--- src/rtl/fpu_mul_sched.sv ---
// Round-robin issue scheduler that shares one LAT-deep multiplier between requesters A and B.
// A tag pipeline steers each result back to its owner; the rounding mode is held while ops are in flight.
`timescale 1ns/1ps
module fpu_mul_sched #(
  parameter int LAT = 4,
  parameter int RMW = 8
) (
  input  logic           clock,
  input  logic           reset,
  input  logic           a_req_valid,
  output logic           a_req_ready,
  input  logic [63:0]    a_val_rm,
  input  logic [63:0]    a_val_rn,
  input  logic [RMW-1:0] a_rmode,
  input  logic           b_req_valid,
  output logic           b_req_ready,
  input  logic [63:0]    b_val_rm,
  input  logic [63:0]    b_val_rn,
  input  logic [RMW-1:0] b_rmode,
  output logic [63:0]    mul_val_rm,
  output logic [63:0]    mul_val_rn,
  output logic [RMW-1:0] mul_rmode,
  input  logic [63:0]    mul_val_ro,
  input  logic [1:0]     mul_ex_ok,
  output logic           res_a_valid,
  output logic           res_b_valid,
  output logic [63:0]    res_value,
  output logic           res_inexact,
  output logic           busy,
  output logic [2:0]     inflight
);
  localparam logic ID_A = 1'b0;
  localparam logic ID_B = 1'b1;

  logic [LAT-1:0] tag_v_q, tag_v_d;
  logic [LAT-1:0] tag_id_q, tag_id_d;
  logic           last_grant_q, last_grant_d;
  logic [RMW-1:0] cur_rmode_q, cur_rmode_d;
  logic [2:0]     inflight_q, inflight_d;

  logic           winner;
  logic           any_valid;
  logic           eligible;
  logic           issue;
  logic           retire;
  logic [RMW-1:0] win_rmode;
  logic           unused_ex;

  // Arbitration: the non-winner is never substituted, so a blocked winner drains the pipe
  assign retire    = tag_v_q[LAT-1];
  assign any_valid = a_req_valid | b_req_valid;
  assign winner    = (a_req_valid & b_req_valid) ? ~last_grant_q : b_req_valid;
  assign win_rmode = (winner == ID_B) ? b_rmode : a_rmode;
  assign eligible  = (inflight_q == 3'd0) | (win_rmode == cur_rmode_q) |
                     ((inflight_q == 3'd1) & retire);
  assign issue     = reset & any_valid & eligible;

  assign a_req_ready = issue & (winner == ID_A);
  assign b_req_ready = issue & (winner == ID_B);
  assign mul_val_rm  = issue ? ((winner == ID_B) ? b_val_rm : a_val_rm) : 64'd0;
  assign mul_val_rn  = issue ? ((winner == ID_B) ? b_val_rn : a_val_rn) : 64'd0;
  assign mul_rmode   = issue ? win_rmode : cur_rmode_q;

  // Retire side: the multiplier datapath is unreset, so only the tag valid qualifies results
  assign res_a_valid = retire & (tag_id_q[LAT-1] == ID_A);
  assign res_b_valid = retire & (tag_id_q[LAT-1] == ID_B);
  assign res_value   = reset ? mul_val_ro : 64'd0;
  assign res_inexact = reset & mul_ex_ok[0];
  assign busy        = (inflight_q != 3'd0);
  assign inflight    = inflight_q;
  assign unused_ex   = mul_ex_ok[1];

  always_comb begin
    tag_v_d      = {tag_v_q[LAT-2:0], issue};
    tag_id_d     = {tag_id_q[LAT-2:0], winner};
    last_grant_d = last_grant_q;
    cur_rmode_d  = cur_rmode_q;
    if (issue) begin
      last_grant_d = winner;
      cur_rmode_d  = win_rmode;
    end
    inflight_d = inflight_q + {2'b00, issue} - {2'b00, retire};
  end

  always_ff @(posedge clock or negedge reset) begin
    if (!reset) begin
      tag_v_q      <= '0;
      tag_id_q     <= '0;
      last_grant_q <= ID_B;
      cur_rmode_q  <= '0;
      inflight_q   <= 3'd0;
    end else begin
      tag_v_q      <= tag_v_d;
      tag_id_q     <= tag_id_d;
      last_grant_q <= last_grant_d;
      cur_rmode_q  <= cur_rmode_d;
      inflight_q   <= inflight_d;
    end
  end
endmodule

--- config.mk ---
export PLATFORM = sky130hd
export DESIGN_NAME = fpu_mul_sched
export DESIGN_NICKNAME = d
export VERILOG_FILES = /design/src/rtl/fpu_mul_sched.sv
export SDC_FILE = /design/constraint.sdc
export NUM_CORES = 1
export LEC_CHECK = 0
export CAP_MARGIN = 10
export CORE_AREA = 2 2 213 215
export CTS_CLUSTER_DIAMETER = 30
export DETAILED_ROUTE_END_ITERATION = 6
export DIE_AREA = 0 0 215 217
export GPL_TIMING_DRIVEN = 0
export PLACE_DENSITY = 0.33
export SLEW_MARGIN = 40
export SYNTH_ARGS = -nofsm -noshare
export SYNTH_HDL_FRONTEND = slang
export SYNTH_SLANG_ARGS = --single-unit
--- constraint.sdc ---
create_clock -name clock -period 9.1 [get_ports clock]
set_clock_uncertainty 0.05 [all_clocks]
set_input_delay 1.82 -clock clock [delete_from_list [all_inputs] [get_ports clock]]
set_output_delay 1.82 -clock clock [all_outputs]
set_load 0.1 [all_outputs]
; Word-level counts from Yosys, hierarchy flattened
; Index checks and enable logic that the tools add are counted.
[op_classes]
eq_ne = 2
bitwise = 15
multipliers = 0
n_reduce_logical = 2
n_mux = 8
n_shift = 0
n_div = 0
addsub = 2
magnitude_cmp = 0
[op_table]
columns = operator, count
row1 = 64-bit 2-to-1 mux, 5
row2 = 8-bit 2-to-1 mux, 2
row3 = 1-bit bitwise AND, 9
row4 = 8-bit == test, 1
row5 = 3-bit by 1-bit adder with 3-bit output, 1
row6 = "3-bit by 1-bit == test with 1-bit output, second input constant", 1
row7 = 3-bit zero test, 1
row8 = 1-bit inverter, 3
row9 = 1-bit bitwise OR, 3
row10 = 3-bit nonzero test, 1
row11 = 3-bit by 1-bit subtractor with 3-bit output, 1
row12 = 1-bit 2-to-1 mux, 1
[totals]
latchBits = 0
word_cells = 34
memories = 0
output_inout_bits = 209
ramBits = 0
rom_bits = 0
inputBits = 342
regBits = 20

; Depth between registers and ports, before layout
; Gate-level depths: netlist of run 1.
[logic_depth]
word_depth = 9
mapped_depth = 15
depth_no_buf = 13

; Least setup slack after synthesis of run 1
; No wires, ideal clock.
[synth_timing]
path_kind = in2out
start = input port a_req_valid
end = output port mul_rmode[0]
required_time_ns = 7.230
n_path_buf = 2
arrival_ns = 4.854
setup_slack_ns = 2.376
cell_stages = 10
cell_sequence = nand2_1 > nand2_2 > inv_2 > buf_2 > mux2i_1 > xnor2_1 > nor2_1 > a31oi_2 > buf_6 > mux2i_1
[synth_between]
elab_chain_cells = 8
word_cells_on_any_way = 10
cone_classes = eq/ne: 1 / mux: 3 / bitwise: 6
[synth_lines]
columns = item, line
row1 = from (decl), 10  ; input logic a_req_valid,
row2 = 1-bit bitwise AND, 52  ; assign winner = (a_req_valid & b_req_valid) ? ~last_grant_q : b_req_valid;
row3 = 1-bit 2-to-1 mux, 52
row4 = 8-bit 2-to-1 mux, 53  ; assign win_rmode = (winner == ID_B) ? b_rmode : a_rmode;
row5 = 8-bit == test, 54  ; assign eligible = (inflight_q == 3'd0) | (win_rmode == cur_rmode_q) |
row6 = 1-bit bitwise OR (2 in series), 54
row7 = 1-bit bitwise AND, 56  ; assign issue = reset & any_valid & eligible;
row8 = 8-bit 2-to-1 mux (*), 62  ; assign mul_rmode = issue ? win_rmode : cur_rmode_q;
row9 = to (decl), 22  ; output logic [RMW-1:0] mul_rmode,
; Every way passes the cells marked *; elsewhere a longest branch is shown, timed or not.

; Final worst setup path of run 1
[layout_timing]
start = input port a_req_valid
end = output port mul_val_rn[62]
[layout_between]
elab_chain_cells = 8
word_cells_on_any_way = 11
cone_classes = eq/ne: 1 / mux: 4 / bitwise: 6
[layout_lines]
columns = item, line
row1 = 1-bit bitwise AND, 52
row2 = 1-bit 2-to-1 mux, 52
row3 = 8-bit 2-to-1 mux, 53
row4 = 8-bit == test, 54
row5 = 1-bit bitwise OR (2 in series), 54
row6 = 1-bit bitwise AND, 56
row7 = 64-bit 2-to-1 mux (*), 61  ; assign mul_val_rn = issue ? ((winner == ID_B) ? b_val_rn : a_val_rn) : 64'd0;
row8 = to (decl), 21  ; output logic [63:0] mul_val_rn,
; Marks and branches as above.

==> results of run 1 <==
[stage by stage]
stage,utilization,total power [uW]
2_1_floorplan,-,1190
3_3_place_gp,0.222,1690
3_5_place_dp,0.199,1590
4_1_cts,0.201,1690
5_1_grt,0.201,1750
6_report,0.201,1660
[area by class of cell]
| class | instances | area [um2] | area share |
|---|---|---|---|
| repair buffers | 549 | 4440 | 0.494 |
| multi-input cells | 505 | 2860 | 0.318 |
| well taps | 600 | 751 | 0.0835 |
| flip-flops and latches | 20 | 502 | 0.0558 |
| plain buffers | 51 | 293 | 0.0326 |
| clock buffers | 4 | 88.8 | 0.00988 |
| inverters | 11 | 41.3 | 0.00459 |
| diodes | 3 | 7.51 | 0.000835 |
[worst max-delay path by stage]
stage	startpoint	end	cells past startpoint
CTS	a_req_valid	mul_val_rn[62]	12
floorplan	a_req_valid	mul_rmode[0]	10
global placement	reset	mul_val_rn[62]	7
global route	a_req_valid	mul_val_rn[62]	12
detailed placement	a_req_valid	mul_val_rn[62]	12
finish	a_req_valid	mul_val_rn[62]	12
[synthesized netlist by cell type, drive strengths merged, types with 2 or more instances]
cell and instances:
a21oi 129, and2 67, buf 14, clkbuf 37
dfrtp 19, inv 11, mux2 3, mux2i 12
nand2 265, nor2 6, o22ai 2, xnor2 7
xor2 2
[metal layers]
layer  routed length [um]  share of wire  track usage
met4                  112         0.0038      0.00805
met2                15500           0.52        0.229
met1                11800           0.40        0.132
met3                 2180          0.074       0.0342
met5                   13        0.00044            0
[sequential cells by signal (all words and copies together) (netlist names)]
name	flops
tag_id_q	4
tag_v_q	4
inflight	3
cur_rmode_q	8
last_grant_q	1
[layout by cell type, fill, tap and decap left out, drive strengths merged, types with 2 or more instances in the layout]
master / netlist / final
nand2: 265 / 265
mux2: 3 / 3
mux2i: 12 / 12
and2: 67 / 67
o22ai: 2 / 2
clkdlybuf4s50: 0 / 339
inv: 11 / 11
clkbuf: 37 / 41
xor2: 2 / 2
dfrtp: 19 / 19
buf: 14 / 224
a21oi: 129 / 129
nor2: 6 / 6
xnor2: 7 / 7
diode: 0 / 3
[power by group through the flow]
stage	sequential [uW]	clock (uW)	combinational, uW
after detailed placement	152	0	1430
after global routing	154	109	1490
final	149	100	1410
after global placement	151	0	1540
after CTS	150	104	1440
after floorplan	196	0	997
[logic make-up after synthesis]
| logic type | synth area share |
|---|---|
| AO/OA/AOI/OAI | 0.307 |
| buffers and inverters | 0.0897 |
| adder cells (fa/ha/maj) | 0.00880 |
| flip-flops | 0.136 |
| AND/OR/NAND/NOR | 0.396 |
| multiplexers | 0.0417 |
| XOR/XNOR | 0.0213 |
[critical path: cells and delay by family]
kind | cells | cell delay, ns
XOR/XNOR | 1 | 0.15
AND/OR/NAND/NOR | 3 | 0.32
multiplexers | 1 | 0.32
AO/OA/AOI/OAI | 2 | 0.64
buffers and inverters | 5 | 1.87
==> parameters.txt, run 1 <==
Parameter                              Value

Logic synthesis
  Flop and latch count out of synthesis    20
  Average footprint of a synthesized cell    6.29 um2
  Number of nets produced by synthesis    931
  Gate count after technology mapping    587
  Part of the Yosys area used for sequential elements    0.136
  Count of unique library cells instantiated by Yosys    30
  Number of enable flip-flop cells after synthesis    0
  Cell type with the highest aggregate area in the netlist    nand2_1
  Post-synth design cell area    3690 um2
  Post-synth top flop    dfrtp_1
  Async SR Flop Fraction    1.00
  Synthesis Warnings    0
  Cells taking the most area after synthesis    nand2_1 27%, a21oi_2 26%, dfrtp_1 13%
  Share of the synthesized area in the top cell type    0.268

Pwr
  Pint    518 uW
  Power per standard cell area    185 nW/um2
  Switching Share    0.688
  Part of the total power dissipated in the clock network    0.060
  Sequential power share    0.090
  Proportion of power drawn by combinational gates    0.850
  Static Leakage    0.00397 uW
  Largest vdd supply drop    0.0919 mV
  Switching component of the power    1140 uW

Worst setup path
  Endpoint type of the worst setup path    output pin
  Kind of start point of the critical path    input pin
  Reg-to-reg endpoint    inflight[2]
  CP Data Required Time    7.23 ns
  R2R Setup Slk    5.57 ns
  Critical-path top delay cell    clkbuf_1
  Top cell by count, worst path    buf_2
  Worst Setup Path Type    input pin to output pin
  R2R depth    15
  Data arrival at the endpoint of the critical path    5.14 ns
  Largest fanout on the critical path    10
  Reg2reg start    last_grant_q
  Cell Chain, Critical Path    clkdlybuf4s50_1 > nand2_1 > nand2_2 > inv_2 > buf_2 > mux2i_1 > xnor2_1 > nor2_1 > a31oi_2 > clkbuf_1 > a21oi_1 > buf_2
  Max stage delay on crit path    0.59 ns

Placed design
  Pre-CTS setup slack    1.85 ns
  Placed wire-length estimate after detailed placement    25.6 mm
  DP Cell Count    1736
  Number of port buffers    549
  Placement-stage cell area    8890 um2
  Final RePlAce weighted congestion    0.794

Final layout
  Fraction of layout cells with a size suffix above 1    0.305
  Non-filler cells, final    1743
  Final Instance Area    8990 um2
  Area delta synth->final    143%
  Filler cells    5182
  NumNets Final    1485

GRT
  Overall fraction of global-route tracks in use    0.118
  Initial antenna violation count    4
  Pin count of the biggest net entering global routing    24
  Global-route congestion overflow total    0
  Via count of the first global-routing pass    6062
  First-pass GRT wire length    41.4 mm

Timing
  Slew headroom    0.477
  Total Negative Setup Slacks    0 ns
  Setup repair after global routing missed its margin    no
  Final period demand of the worst path    7.01 ns
  Slew of the pin with the lowest slew margin    0.785 ns
  Hold WS    0.297 ns
  Achievable clock frequency    143 MHz
  Slew Viols, Final    0
  Setup-violating endpoint count in the final report    0
  Fin crit share    0.771
  Smallest setup slack after layout    2.09 ns
  Number of hold violations in the final report    0

Floorplan
  Width of the die    215 um
  Die footprint    46700 um2
  Placeable core region    44700 um2
  Count of standard-cell rows    78
  Initial cell density of the core    0.0827
  Vertical die dimension    217 um
  Total I/O pin count    551

Worst hold path
  Classification of the worst-slack hold path    flip-flop to flip-flop
  Hold Path Cell Cnt    0
  Startpoint of the worst hold path    tag_v_q[0]
  End point of the worst hold path    tag_v_q[1]

Clock network
  Largest buffer count on any clock path    2
  CTS-repair resized insts    0
  Num Clock Sinks    20
  Total clock buffers created by CTS    3
  Number of buffers added to fix hold violations after cts    0
  Clock network latency to the later pin of the worst-skew pair    0.25 ns
  Setup repair bufs after CTS    0
  TritonCTS clock tree    yes
  Clock input transition at the sequential cells of the worst setup and hold paths    0.05 ns
  Root buffer cell    clkbuf_16
  Max H-tree Level    1

Detailed routing
  Detailed-router iteration count before antenna repair    4
  Final antenna-violating net count    0
  WL per Instance    17.0 um
  Routed WL    29.6 mm
  Iteration-0 DRC Markers    193
  Drc violations    0
  Via count    5871
  Drt via density    3.37

Outcome
  Result of the run    finished, final reports clean

Job
  Number of max-cap violations    0
Note: power is estimated with default switching activity, not from simulation.
==> run 2: changes to the inputs <==
- CORE_AREA: 2 2 213 215 -> 2 2 211 213
- DIE_AREA: 0 0 215 217 -> 0 0 213 215
- PLACE_DENSITY: 0.33 -> 0.35
- clock period: 9.1 -> 5.9 ns (I/O delays scaled with it)
==> parameters.txt, run 2 (same netlist as run 1, synthesis figures left out) <==
Parameter                              Value

Outcome
  Result of the run    finished, final reports clean

Clock network
  CTS-repair resized insts    0 (unchanged)
  Setup repair bufs after CTS    0 (unchanged)
  Clock network latency to the later pin of the worst-skew pair    0.25 ns (about the same)
  Num Clock Sinks    20 (unchanged)
  TritonCTS clock tree    yes
  Total clock buffers created by CTS    3 (unchanged)
  Root buffer cell    clkbuf_16
  Largest buffer count on any clock path    2 (unchanged)
  Clock input transition at the sequential cells of the worst setup and hold paths    0.06 ns (about the same)
  Number of buffers added to fix hold violations after cts    0 (unchanged)
  Max H-tree Level    1 (unchanged)

Final layout
  Post-layout utilization of the core    0.205 (+0.00429)
  NumNets Final    1485 (unchanged)
  Area delta synth->final    143%
  Largest registers in the final layout    cur_rmode_q (8), tag_id_q (4), tag_v_q (4)
  Most frequent cells in the layout    339 x clkdlybuf4s50_1, 264 x nand2_1, 211 x buf_2
  Fraction of layout cells with a size suffix above 1    0.304 (-0.000877)
  Reg with most FFs    cur_rmode_q
  Final Instance Area    8960 um2 (-0.28%)
  Flip-flop count of the largest register, all copies and words added    8 (unchanged)
  Most common library cell in the layout ignoring fill and taps    clkdlybuf4s50_1

Timing
  Slew Viols, Final    0 (unchanged)
  Slew of the pin with the lowest slew margin    0.781 ns (-0.00404 ns)
  Achievable clock frequency    179 MHz
  Setup repair after global routing missed its margin    no
  Number of hold violations in the final report    0 (unchanged)
  Slew headroom    0.480 (+0.00269)
  Total Negative Setup Slacks    0 ns (unchanged)
  Final period demand of the worst path    5.58 ns
  Hold WS    0.298 ns (+0.00132 ns)
  Setup-violating endpoint count in the final report    0 (unchanged)
  Fin crit share    0.945

Placed design
  Number of port buffers    549 (unchanged)
  Placed wire-length estimate after detailed placement    25.6 mm (about the same)
  Placement-stage cell area    8880 um2 (-0.13%)
  Final RePlAce weighted congestion    0.825 (+4.0%)

GRT
  Via count of the first global-routing pass    5957 (-1.7%)
  Initial antenna violation count    2 (-2)
  Global-route congestion overflow total    0 (unchanged)
  First-pass GRT wire length    40.9 mm (-1.2%)
  Overall fraction of global-route tracks in use    0.121 (+0.00266)
  Pin count of the biggest net entering global routing    24 (unchanged)

Worst setup path
  Reg-to-reg endpoint    inflight[2]
  Data arrival at the endpoint of the critical path    4.35 ns (-0.79 ns)
  Largest fanout on the critical path    10 (unchanged)
  R2R depth    15 (unchanged)
  CP Data Required Time    4.67 ns (-2.56 ns)
  Worst Setup Path Type    input pin to output pin
  R2R Setup Slk    2.39 ns (-3.18 ns)
  Beginning of the critical path    a_req_valid
  Kind of start point of the critical path    input pin
  Critical path destination    mul_val_rm[60]
  Endpoint type of the worst setup path    output pin
  Reg2reg start    last_grant_q

Pwr
  Static Leakage    0.00397 uW (-0.15%)
  Sequential power share    0.090 (about the same)
  Largest vdd supply drop    0.121 mV (+31%)
  Power per standard cell area    285 nW/um2 (+54%)
  Switching component of the power    1760 uW (+54%)
  Switching Share    0.691 (+0.00315)
  Pint    788 uW (+52%)
  Part of the total power dissipated in the clock network    0.056 (-0.004)
  Overall power    2550 uW (+54%)
  Proportion of power drawn by combinational gates    0.854 (+0.004)

Worst hold path
  Hold Path Cell Cnt    0 (unchanged)
  Classification of the worst-slack hold path    flip-flop to flip-flop
  Startpoint of the worst hold path    tag_v_q[0]

Floorplan
  Vertical die dimension    215 um (-0.92%)
  Die footprint    45800 um2 (-1.8%)
  Initial cell density of the core    0.0847 (+0.00200)
  Placeable core region    43600 um2 (-2.4%)
  Total I/O pin count    551 (unchanged)
  Width of the die    213 um (-0.93%)
  Count of standard-cell rows    77 (-1.3%)

Detailed routing
  Detailed-router iteration count before antenna repair    4 (unchanged)
  Detail Route met2 WL    15.6 mm (+0.55%)
  Iteration-0 DRC Markers    242 (+25%)
  Drc violations    0 (unchanged)
  Routed WL    29.6 mm (about the same)
  Highest routing layer actually used    met5
  Routed length on met3    2.24 mm (+2.7%)
  WL per Instance    17.1 um (+0.50%)
  Met1 routed wirelength after detailed routing    11.6 mm (-1.8%)
  Final antenna-violating net count    0 (unchanged)
  Via count    5899 (+0.48%)
  Drt via density    3.40 (+1.1%)

Job
  Number of max-cap violations    0 (unchanged)
-- run 2: cell type report --
type / count / area, um2
clock buffers: 4 / 78.8
diodes: 1 / 2.50
well taps: 592 / 741
inverters: 11 / 41.3
multi-input cells: 505 / 2860
fillers: 5010 / 34700
repair buffers: 549 / 4440
plain buffers: 51 / 293
flip-flops and latches: 20 / 502
-- run 2: power by group through the flow --
stage	logic, uW	registers, uW	clock network [uW]
6_report	2180	230	143
5_1_grt	2280	237	154
4_1_cts	2210	231	147
3_5_place_dp	2200	233	0
3_3_place_gp	2360	232	0
2_1_floorplan	1540	302	0
-- run 2: critical path: stages --
cell and delay [ns]:
clkdlybuf4s50_1 0.42, nand2_1 0.08, nand2_2 0.17, inv_2 0.16
buf_2 0.35, mux2i_1 0.31, xnor2_1 0.10, nor2_1 0.17
a31oi_2 0.24, buf_6 0.25, buf_6 0.18, a21oi_2 0.23
buf_2 0.49
-- run 2: routing by layer --
metal / GRT usage / up-vias
met5: 0 / -
met4: 0.00862 / 2
met3: 0.0247 / 10
met2: 0.233 / 259
met1: 0.139 / 2643
li1: - / 2985
-- run 2: worst min-delay path by stage --
stage / end / slack, ns
CTS: tag_id_q[1] / 0.30
floorplan: tag_id_q[1] / 0.28
global placement: tag_id_q[1] / 0.28
finish: tag_v_q[1] / 0.30
global route: tag_id_q[1] / 0.31
detailed placement: tag_id_q[1] / 0.29
-- run 2: metrics by stage --
step,std cells,worst slack (ns)
5_1_grt,1732,0.0533
2_1_floorplan,587,0.456
3_5_place_dp,1728,0.244
3_3_place_gp,1728,-0.945
4_1_cts,1732,0.222
6_report,1733,0.323
==> run 3: changes to the inputs <==
- HOLD_SLACK_MARGIN: default -> 0.03
- TNS_END_PERCENT: default -> 20
==> results of run 3 <==
No change in the layout: final DEF, timing and power equal those of run 2.
